$ cat config.mk
export PLATFORM = sky130hd
export DESIGN_NAME = lock_panel_arbiter_flat
export DESIGN_NICKNAME = d
export VERILOG_FILES = /design/src/rtl/lock_pkg.sv /design/src/rtl/lock_panel_arbiter_if.sv /design/src/rtl/lock_rr_pick.sv /design/src/rtl/lock_panel_arbiter.sv /design/src/flat_wrapper.sv
export SDC_FILE = /design/constraint.sdc
export NUM_CORES = 1
export LEC_CHECK = 0
export ABC_AREA = 1
export BUFFER_PORTS_ARGS = -buffer_cell sky130_fd_sc_hd__buf_4
export CORE_UTILIZATION = 40
export DETAILED_ROUTE_END_ITERATION = 10
export PLACE_DENSITY = 0.73
export REMOVE_ABC_BUFFERS = 1
export SETUP_SLACK_MARGIN = 0.02
export SYNTH_ARGS = -nofsm -noshare
export SYNTH_HDL_FRONTEND = slang
export SYNTH_SLANG_ARGS = --single-unit
$ cat constraint.sdc
create_clock -name Clock -period 1.65 [get_ports Clock]
set_clock_uncertainty 0.2 [all_clocks]
set_input_delay 0.0825 -clock Clock [delete_from_list [all_inputs] [get_ports Clock]]
set_output_delay 0.0825 -clock Clock [all_outputs]
set_load 0.005 [all_outputs]
$ cat src/rtl/lock_pkg.sv
`default_nettype none
// ============================================================================
// Module   : lock_pkg
// Brief    : Shared lock-state encodings, default combination and the
//            panel-arbiter state type, used by the lock and by
//            lock_panel_arbiter.
// Revision : 1.0 - initial release
// ============================================================================
package lock_pkg;

  // Encodings of the lock's own state register (seen as lock_state).
  localparam logic [2:0] CLOSED  = 3'b000;
  localparam logic [2:0] CLOSED2 = 3'b001;
  localparam logic [2:0] OPEN    = 3'b010;
  localparam logic [2:0] ALARM   = 3'b011;
  localparam logic [2:0] NEW     = 3'b100;

  // Combination the lock starts out with.
  localparam logic [3:0] DEFAULT_COMBO = 4'b0110;

  // Panel arbiter session states.
  typedef enum logic [1:0] {
    IDLE    = 2'd0,
    OWN     = 2'd1,
    RELEASE = 2'd2,
    LOCKOUT = 2'd3
  } arb_state_t;

endpackage
`default_nettype wire

$ cat src/rtl/lock_panel_arbiter_if.sv
`default_nettype none
// ============================================================================
// Module   : lock_panel_arbiter_if
// Brief    : Keypad-panel side and lock side signals of the panel arbiter.
//            master = panels/lock environment, slave = the arbiter.
// Revision : 1.0 - initial release
// ============================================================================
interface lock_panel_arbiter_if;

  logic [1:0] req;
  logic [3:0] code0;
  logic [3:0] code1;
  logic [1:0] enter_in;
  logic [1:0] change_in;
  logic [2:0] lock_state;
  logic [3:0] X;
  logic       enterPulse;
  logic       changePulse;
  logic [1:0] grant;
  logic       busy;
  logic       timeout_flag;
  logic       lockout;

  modport master (
    output req, code0, code1, enter_in, change_in, lock_state,
    input  X, enterPulse, changePulse, grant, busy, timeout_flag, lockout
  );

  modport slave (
    input  req, code0, code1, enter_in, change_in, lock_state,
    output X, enterPulse, changePulse, grant, busy, timeout_flag, lockout
  );

endinterface
`default_nettype wire

$ cat src/rtl/lock_rr_pick.sv
`default_nettype none
// ============================================================================
// Module   : lock_rr_pick
// Brief    : Two-requester round-robin select. o_pick is one-hot (00 when
//            nobody requests). The pointer names the panel preferred on the
//            next contention and flips only when a contention is resolved.
// Revision : 1.0 - initial release
// ============================================================================
module lock_rr_pick (
  input  wire logic       Clock,
  input  wire logic       Resetn,
  input  wire logic [1:0] i_req,
  input  wire logic       i_advance,
  output logic      [1:0] o_pick
);

  logic r_ptr;

  // Pointer moves to the other panel after it has been used to break a tie.
  always_ff @(posedge Clock or negedge Resetn) begin
    if (!Resetn) begin
      r_ptr <= 1'b0;
    end else if (i_advance && (i_req == 2'b11)) begin
      r_ptr <= ~r_ptr;
    end
  end

  // A single requester always wins; a tie goes to the preferred panel.
  always_comb begin
    o_pick = 2'b00;
    case (i_req)
      2'b01:   o_pick = 2'b01;
      2'b10:   o_pick = 2'b10;
      2'b11:   o_pick = r_ptr ? 2'b10 : 2'b01;
      default: o_pick = 2'b00;
    endcase
  end

endmodule
`default_nettype wire

$ cat src/rtl/lock_panel_arbiter.sv
`default_nettype none
// ============================================================================
// Module   : lock_panel_arbiter
// Brief    : Grants one of two keypad panels ownership of the single lock
//            datapath and forwards only the owner's code and pulses.
//            Sessions end on release, idle timeout or alarm; alarm blocks
//            grants until the lock leaves ALARM.
//            Build option LOCK_FIXED_PRIO_EN: panel 0 always wins a tie and
//            the round-robin pointer is not built.
// Revision : 1.0 - initial release
// ============================================================================
module lock_panel_arbiter
  import lock_pkg::*;
#(
  parameter int TIMEOUT_CYCLES = 1000
) (
  input wire logic             Clock,
  input wire logic             Resetn,
  lock_panel_arbiter_if.slave  bus
);

  localparam int CNT_W = $clog2(TIMEOUT_CYCLES + 1);
  localparam logic [CNT_W-1:0] c_idle_last = CNT_W'(TIMEOUT_CYCLES - 1);
  localparam logic [CNT_W-1:0] c_idle_max  = '1;

  arb_state_t       r_state;
  arb_state_t       w_state_nxt;
  logic [1:0]       r_grant,    w_grant_nxt;
  logic [3:0]       r_x,        w_x_nxt;
  logic             r_enter,    w_enter_nxt;
  logic             r_change,   w_change_nxt;
  logic             r_timeout,  w_timeout_nxt;
  logic             r_lockout,  w_lockout_nxt;
  logic             r_busy,     w_busy_nxt;
  logic [CNT_W-1:0] r_idle_cnt, w_idle_cnt_nxt;

  logic [1:0] w_pick;
  logic       w_sel;
  logic       w_own_req;
  logic [3:0] w_own_code;
  logic       w_own_enter;
  logic       w_own_change;
  logic       w_own_pulse;
  logic       w_alarm;

`ifdef LOCK_FIXED_PRIO_EN
  // Panel 0 always wins a tie.
  assign w_pick = bus.req[0] ? 2'b01 : (bus.req[1] ? 2'b10 : 2'b00);
`else
  logic w_rr_adv;

  // A pick is consumed only when IDLE actually grants (no alarm pending).
  assign w_rr_adv = (r_state == IDLE) && !w_alarm;

  lock_rr_pick u_rr_pick (
    .Clock     (Clock),
    .Resetn    (Resetn),
    .i_req     (bus.req),
    .i_advance (w_rr_adv),
    .o_pick    (w_pick)
  );
`endif

  // Owner-side view: panel 1 owns when grant[1] is set, else panel 0.
  assign w_sel        = r_grant[1];
  assign w_own_req    = w_sel ? bus.req[1]       : bus.req[0];
  assign w_own_code   = w_sel ? bus.code1        : bus.code0;
  assign w_own_enter  = w_sel ? bus.enter_in[1]  : bus.enter_in[0];
  assign w_own_change = w_sel ? bus.change_in[1] : bus.change_in[0];
  assign w_own_pulse  = w_own_enter | w_own_change;
  assign w_alarm      = (bus.lock_state == ALARM);

  // State and every output are registered together.
  always_ff @(posedge Clock or negedge Resetn) begin
    if (!Resetn) begin
      r_state    <= IDLE;
      r_grant    <= 2'b00;
      r_x        <= 4'b0000;
      r_enter    <= 1'b0;
      r_change   <= 1'b0;
      r_timeout  <= 1'b0;
      r_lockout  <= 1'b0;
      r_busy     <= 1'b0;
      r_idle_cnt <= '0;
    end else begin
      r_state    <= w_state_nxt;
      r_grant    <= w_grant_nxt;
      r_x        <= w_x_nxt;
      r_enter    <= w_enter_nxt;
      r_change   <= w_change_nxt;
      r_timeout  <= w_timeout_nxt;
      r_lockout  <= w_lockout_nxt;
      r_busy     <= w_busy_nxt;
      r_idle_cnt <= w_idle_cnt_nxt;
    end
  end

  // Next state and next output values; pulses and flags default low, X holds.
  always_comb begin
    w_state_nxt    = r_state;
    w_grant_nxt    = r_grant;
    w_x_nxt        = r_x;
    w_enter_nxt    = 1'b0;
    w_change_nxt   = 1'b0;
    w_timeout_nxt  = 1'b0;
    w_lockout_nxt  = 1'b0;
    w_idle_cnt_nxt = r_idle_cnt;

    case (r_state)
      IDLE: begin
        if (w_alarm) begin
          w_state_nxt   = LOCKOUT;
          w_grant_nxt   = 2'b00;
          w_lockout_nxt = 1'b1;
        end else if (w_pick != 2'b00) begin
          w_state_nxt    = OWN;
          w_grant_nxt    = w_pick;
          w_idle_cnt_nxt = '0;
        end
      end

      OWN: begin
        if (w_alarm) begin
          // Alarm cuts the session at once; nothing from this cycle passes.
          w_state_nxt   = LOCKOUT;
          w_grant_nxt   = 2'b00;
          w_lockout_nxt = 1'b1;
        end else if (!w_own_req) begin
          // A pulse arriving with the release is still delivered.
          w_state_nxt  = RELEASE;
          w_grant_nxt  = 2'b00;
          w_x_nxt      = w_own_code;
          w_enter_nxt  = w_own_enter;
          w_change_nxt = w_own_change;
        end else if ((r_idle_cnt == c_idle_last) && !w_own_pulse) begin
          w_state_nxt   = RELEASE;
          w_grant_nxt   = 2'b00;
          w_timeout_nxt = 1'b1;
        end else begin
          w_x_nxt      = w_own_code;
          w_enter_nxt  = w_own_enter;
          w_change_nxt = w_own_change;
          if (w_own_pulse) begin
            w_idle_cnt_nxt = '0;
          end else if (r_idle_cnt != c_idle_max) begin
            w_idle_cnt_nxt = r_idle_cnt + 1'b1;
          end
        end
      end

      RELEASE: begin
        // Mandatory one-cycle gap; requests are not looked at here.
        w_state_nxt = IDLE;
        w_grant_nxt = 2'b00;
      end

      LOCKOUT: begin
        w_grant_nxt = 2'b00;
        if (w_alarm) begin
          w_lockout_nxt = 1'b1;
        end else begin
          w_state_nxt = RELEASE;
        end
      end

      default: begin
        w_state_nxt = IDLE;
        w_grant_nxt = 2'b00;
      end
    endcase

    w_busy_nxt = (w_state_nxt != IDLE);
  end

  assign bus.X            = r_x;
  assign bus.enterPulse   = r_enter;
  assign bus.changePulse  = r_change;
  assign bus.grant        = r_grant;
  assign bus.busy         = r_busy;
  assign bus.timeout_flag = r_timeout;
  assign bus.lockout      = r_lockout;

endmodule
`default_nettype wire

$ cat src/flat_wrapper.sv
// flat-port wrapper written by rule: the top's interface ports become plain ports
module lock_panel_arbiter_flat import lock_pkg::*;
#(
  parameter int TIMEOUT_CYCLES = 1000
)
  (Clock, Resetn, bus_req, bus_code0, bus_code1, bus_enter_in, bus_change_in, bus_lock_state, bus_X, bus_enterPulse, bus_changePulse, bus_grant, bus_busy, bus_timeout_flag, bus_lockout);
  lock_panel_arbiter_if bus_i ();
  input wire logic Clock;
  input wire logic Resetn;
  input wire logic [$bits(bus_i.req)-1:0] bus_req;
  input wire logic [$bits(bus_i.code0)-1:0] bus_code0;
  input wire logic [$bits(bus_i.code1)-1:0] bus_code1;
  input wire logic [$bits(bus_i.enter_in)-1:0] bus_enter_in;
  input wire logic [$bits(bus_i.change_in)-1:0] bus_change_in;
  input wire logic [$bits(bus_i.lock_state)-1:0] bus_lock_state;
  output wire logic [$bits(bus_i.X)-1:0] bus_X;
  output wire logic [$bits(bus_i.enterPulse)-1:0] bus_enterPulse;
  output wire logic [$bits(bus_i.changePulse)-1:0] bus_changePulse;
  output wire logic [$bits(bus_i.grant)-1:0] bus_grant;
  output wire logic [$bits(bus_i.busy)-1:0] bus_busy;
  output wire logic [$bits(bus_i.timeout_flag)-1:0] bus_timeout_flag;
  output wire logic [$bits(bus_i.lockout)-1:0] bus_lockout;
  assign bus_i.req = bus_req;
  assign bus_i.code0 = bus_code0;
  assign bus_i.code1 = bus_code1;
  assign bus_i.enter_in = bus_enter_in;
  assign bus_i.change_in = bus_change_in;
  assign bus_i.lock_state = bus_lock_state;
  assign bus_X = bus_i.X;
  assign bus_enterPulse = bus_i.enterPulse;
  assign bus_changePulse = bus_i.changePulse;
  assign bus_grant = bus_i.grant;
  assign bus_busy = bus_i.busy;
  assign bus_timeout_flag = bus_i.timeout_flag;
  assign bus_lockout = bus_i.lockout;
  lock_panel_arbiter #(.TIMEOUT_CYCLES(TIMEOUT_CYCLES)) u_core (.Clock(Clock), .Resetn(Resetn), .bus(bus_i));
endmodule
==> flow_results.org <==
** Routing
- Vias per inst :: 4.96
- Number of optimization iterations in the first detailed-route pass :: 6
- DRC violations left :: 0
- 1st-iter DRT viols :: 111
- In this run the top signal layer used is met4.
- Detailed routing placed a total of 2.19 mm of wire on met2.
- Met3 routed wirelength :: 224 um
- Vias post-DR :: 1626
- Count of antenna-violating nets left after detailed routing :: 0
- In the final routed layout, each cell accounts on average for 13.5 um.
- Routed length on met1 :: 1.79 mm
- For this block, the routed nets add up to 4.42 mm of wire.

** Die
- Once the floorplan was initialized, standard cells occupied 42.0% of the core.
- Horizontal die dimension :: 61.4 um
- Height of the die :: 61.4 um
- Area enclosed by the die boundary :: 0.00377 sq mm
- Standard cell core area :: 0.00336 sq mm
- IO Count :: 30
- The initialized floorplan defines 21 standard-cell rows.

** CTS
- The tree built by TritonCTS fans out to 24 sinks.
- Clock tree from TritonCTS :: done
- Number of buffers created by CTS :: 3
- CTS Hold Bufs :: 16
- At the later pin of the worst-skew pair, clock insertion delay measures 0.33 ns.
- The longest clock path from root to sink contains 2 buffers.
- The tree is rooted in a sky130_fd_sc_hd__clkbuf_4.
- Htree depth :: 1
- Clock transition at path regs :: 0.15 ns

** Critical path
- The largest individual stage delay along the critical path comes from the cell sky130_fd_sc_hd__dfrtp_1.
- Startpoint of the worst register-to-register path :: u_core.r_idle_cnt[1]
- The setup check on the worst reg-to-reg path leaves a slack of -0.15 ns.
- Walking the worst path, the cells encountered are ha_2 > nand2_4 > nor2_4 > nand4_1 > nor2_2 > nor2_2 > nand2_4 > nand2_4 > nand2_1 > nand2_1.
- Category of cells accounting for the largest share of critical-path delay :: simple AND/OR/NAND/NOR gates
- Startpoint Class :: flop
- Counting cells, the worst reg-to-reg path comes to 10.
- Critical path depth :: 10
- STA puts the critical path data required time at 1.67 ns.
- Buffers and inverters on the worst path :: 0
- STA classifies the critical path endpoint as a flop.
- By instance count, the cell type seen most on the critical path is sky130_fd_sc_hd__nand2_4.
- Top fanout value on the critical path :: 6
- Data arrives at the worst endpoint at 1.82 ns.
- The endpoint identified for the worst register-to-register timing path is u_core.r_idle_cnt[4].
- Slowest stage delay, CP :: 0.39 ns
- The worst setup path is of the flop to flop kind.

** Flow run
- Number of max-capacitance violations reported :: 0

** Worst hold path
- Worst hold path endpoint :: u_core.bus.enterPulse
- Beginning of the worst hold path :: bus_enter_in[1]
- The tightest min-delay check is of the primary input to flop type.
- The worst hold path was traced through 6 stages.

** Pwr
- In this run switching power makes up 39.3% of total power.
- Total net switching power :: 1030 uW
- Clock power share :: 16.6%
- Power per unit of standard cell area :: 1130 mW/mm^2
- Comb power frac :: 52.4%
- For this design the static power due to leakage is 0.00117 uW.
- Reg power frac :: 31.0%
- The worst-case IR drop observed on VDD is 0.000632 V.
- Internal power comes to 1590 uW.

** STA
- Pins over their slew limit :: 0
- Worst-case setup margin in the final layout :: -0.153 ns
- The final critical path takes up 109% of the cycle.
- In this run the tightest slew margin relative to its limit is 66.7%.
- Maximum clock frequency :: 555 MHz
- Worst hold slack after final layout :: -0.0156 ns
- Post-layout minimum cycle time :: 1.80 ns
- Setup repair after global routing could not meet its margin everywhere.
- Final Hold Violating Endpoints :: 1
- Accumulated negative setup slack :: -1.51 ns
- Tightest Pin Transition :: 0.494 ns
- Setup violation total in the final timing report :: 15

** Synthesis
- Yosys mapped a number of flops with a built-in enable equal to 0.
- Of all cell types, the one taking the most synthesized area is sky130_fd_sc_hd__dfrtp_1.
- Distinct cell type count of the synthesized netlist :: 25
- Count of yosys warnings during synthesis :: 0
- Area fraction of the dominant cell type after synthesis :: 42.5%
- Synth Instances :: 200
- Cell with the most instances after synthesis :: sky130_fd_sc_hd__nand2_1
- Top cells by area in the synthesized netlist :: sky130_fd_sc_hd__dfrtp_1 43%, sky130_fd_sc_hd__nand2_1 18%, sky130_fd_sc_hd__nor2_1 7.2%, sky130_fd_sc_hd__nand3_1 6.4%, sky130_fd_sc_hd__inv_1 6.1%
- Average footprint of a synthesized cell :: 7.06 sq um
- Post-synthesis async set-or-reset flop share :: 100%
- Counting instances in the post-synthesis netlist gives the leading cell types as 66 x sky130_fd_sc_hd__nand2_1, 27 x sky130_fd_sc_hd__nor2_1, 24 x sky130_fd_sc_hd__dfrtp_1.
- Counting flops and latches in the post-synthesis netlist gives 24.
- After synthesis the cells add up to 0.00141 sq mm.
- The most used flip-flop cell after synthesis is sky130_fd_sc_hd__dfrtp_1.
- Summing the sequential cell areas from Yosys gives 42.5% of the chip area.

** GRT
- Entering global routing, the biggest net connects 25 pins.
- Summed over all layers, the global routing overflow is 0.
- Total Routing Usage GR :: 25.2%
- The number of global-route vias before repair came to 1587.
- Global-route wire length before repair :: 6.77 mm
- The number of antenna violations at the first check in global routing was 0.

** Place
- Input and output buffers added on the ports amount to 29.
- Setup slack after placement :: -0.174 ns
- The wire-length estimate of the detail-placed layout is 2.59 mm.
- Final RePlAce weighted congestion :: 0.904
- Including well taps, the total number of placed cells is 301.

** Finish
- The finished layout holds 328 standard cells, fillers aside.
- After filler insertion, the fill cell instance count of the layout stands at 258.
- Net count, final :: 303
- Synth-to-Final Area Change :: 64.1%
- The post-route netlist has 40.8% of its cells at a drive strength greater than 1.
- 0 antenna diodes ended up in the layout.

** Status
- The checks that failed: hold timing, setup timing.
- Run status :: finished with violations
metrics by stage:
step | utilization [%] | power (uW) | area, sq um
2_1_floorplan | - | 1300 | 1380
3_3_place_gp | 56.3 | 1820 | 1890
3_5_place_dp | 56.3 | 1850 | 1890
4_1_cts | 66.7 | 2470 | 2240
5_1_grt | 68.9 | 2790 | 2320
6_report | 68.9 | 2630 | 2320
how the worst max path moves through the flow:
stage / start / to / slack (ns)
2_1_floorplan: u_core.r_idle_cnt[0] / u_core.r_idle_cnt[0] / -0.14
3_3_place_gp: u_core.r_idle_cnt[0] / u_core.r_idle_cnt[5] / -0.11
3_5_place_dp: u_core.r_idle_cnt[0] / u_core.r_idle_cnt[8] / -0.17
4_1_cts: u_core.r_idle_cnt[0] / u_core.r_idle_cnt[5] / -0.07
5_1_grt: u_core.r_idle_cnt[1] / u_core.r_idle_cnt[4] / -0.23
6_report: u_core.r_idle_cnt[1] / u_core.r_idle_cnt[4] / -0.15
power by group through the flow:
stage	combinational (uW)	clock (uW)	sequential [uW]
3_3_place_gp	1000	0	818
4_1_cts	1230	436	808
3_5_place_dp	1020	0	825
6_report	1380	436	815
2_1_floorplan	453	0	845
5_1_grt	1490	467	833
metal layers:
metal	track usage, %	vias up
met5	0	-
met4	13.0	0
met3	4.83	20
met2	43.2	54
met1	29.9	754
li1	-	798
sequential cells by signal (all words and copies together) (netlist names):
register / cells
u_core.bus.X: 4
u_core.r_idle_cnt: 10
u_core.u_rr_pick.r_ptr: 1
u_core.bus.enterPulse: 1
u_core.bus.busy: 1
u_core.r_state: 2
u_core.bus.changePulse: 1
u_core.bus.lockout: 1
u_core.bus.grant: 2
u_core.bus.timeout_flag: 1
worst min-delay path, delay by kind of cell:
kind	cells	cell delay (ns)
buffers and inverters	3	0.26
AND/OR/NAND/NOR	3	0.17
logic make-up after synthesis:
family                     Yosys count  share of synthesized area (%)
xor gates and xnor gates             2                           1.24
muxes                                4                           2.83
adders and majority gates            1                          0.886
buffers and inverters               29                           8.95
and+or+nand+nor                    128                           39.1
AOI/OAI and AO/OA                   12                           4.52
DFF                                 24                           42.5
layout by cell type, fill, tap and decap left out, types with 2 or more instances in the layout:
cell type / netlist / routed
sky130_fd_sc_hd__clkbuf_4: 0 / 3
sky130_fd_sc_hd__dfrtp_1: 24 / 23
sky130_fd_sc_hd__nand2_4: 0 / 5
sky130_fd_sc_hd__o21ai_1: 1 / 2
sky130_fd_sc_hd__inv_1: 23 / 21
sky130_fd_sc_hd__nand3b_1: 2 / 2
sky130_fd_sc_hd__dlygate4sd3_1: 0 / 16
sky130_fd_sc_hd__o21ai_2: 0 / 2
sky130_fd_sc_hd__mux2i_1: 4 / 4
sky130_fd_sc_hd__nand4_1: 4 / 4
sky130_fd_sc_hd__nand3_2: 1 / 7
sky130_fd_sc_hd__nor2_1: 27 / 23
sky130_fd_sc_hd__xnor2_1: 2 / 2
sky130_fd_sc_hd__nor2_4: 1 / 4
sky130_fd_sc_hd__nand2_1: 66 / 46
sky130_fd_sc_hd__o21ai_0: 5 / 2
sky130_fd_sc_hd__a21oi_1: 4 / 4
sky130_fd_sc_hd__nor3_1: 4 / 4
sky130_fd_sc_hd__buf_4: 0 / 63
sky130_fd_sc_hd__nor2_2: 1 / 2
sky130_fd_sc_hd__inv_2: 1 / 3
sky130_fd_sc_hd__nand2_2: 3 / 19
sky130_fd_sc_hd__nand3_1: 18 / 12
layout make-up:
type                       instances  area [sq um]  share of cell area [%]
multi-input combinational        148           847                    36.5
timing repair buffer              81           664                    28.7
sequential                        24           602                    26.0
inverter                          25          95.1                    4.10
tap                               46          57.6                    2.48
clock inverter                     1          30.0                    1.30
clock buffer                       3          22.5                   0.971
timing repair:
item / CTS / global route
cloned: 1 / 0
endpoints found under the hold margin: 34 / 1
gates resized for setup: 23 / 28
setup buffers: 5 / 1
setup endpoints to repair: 19 / 20
pin swaps: 11 / 11
(Power assumes the default switching activity.)
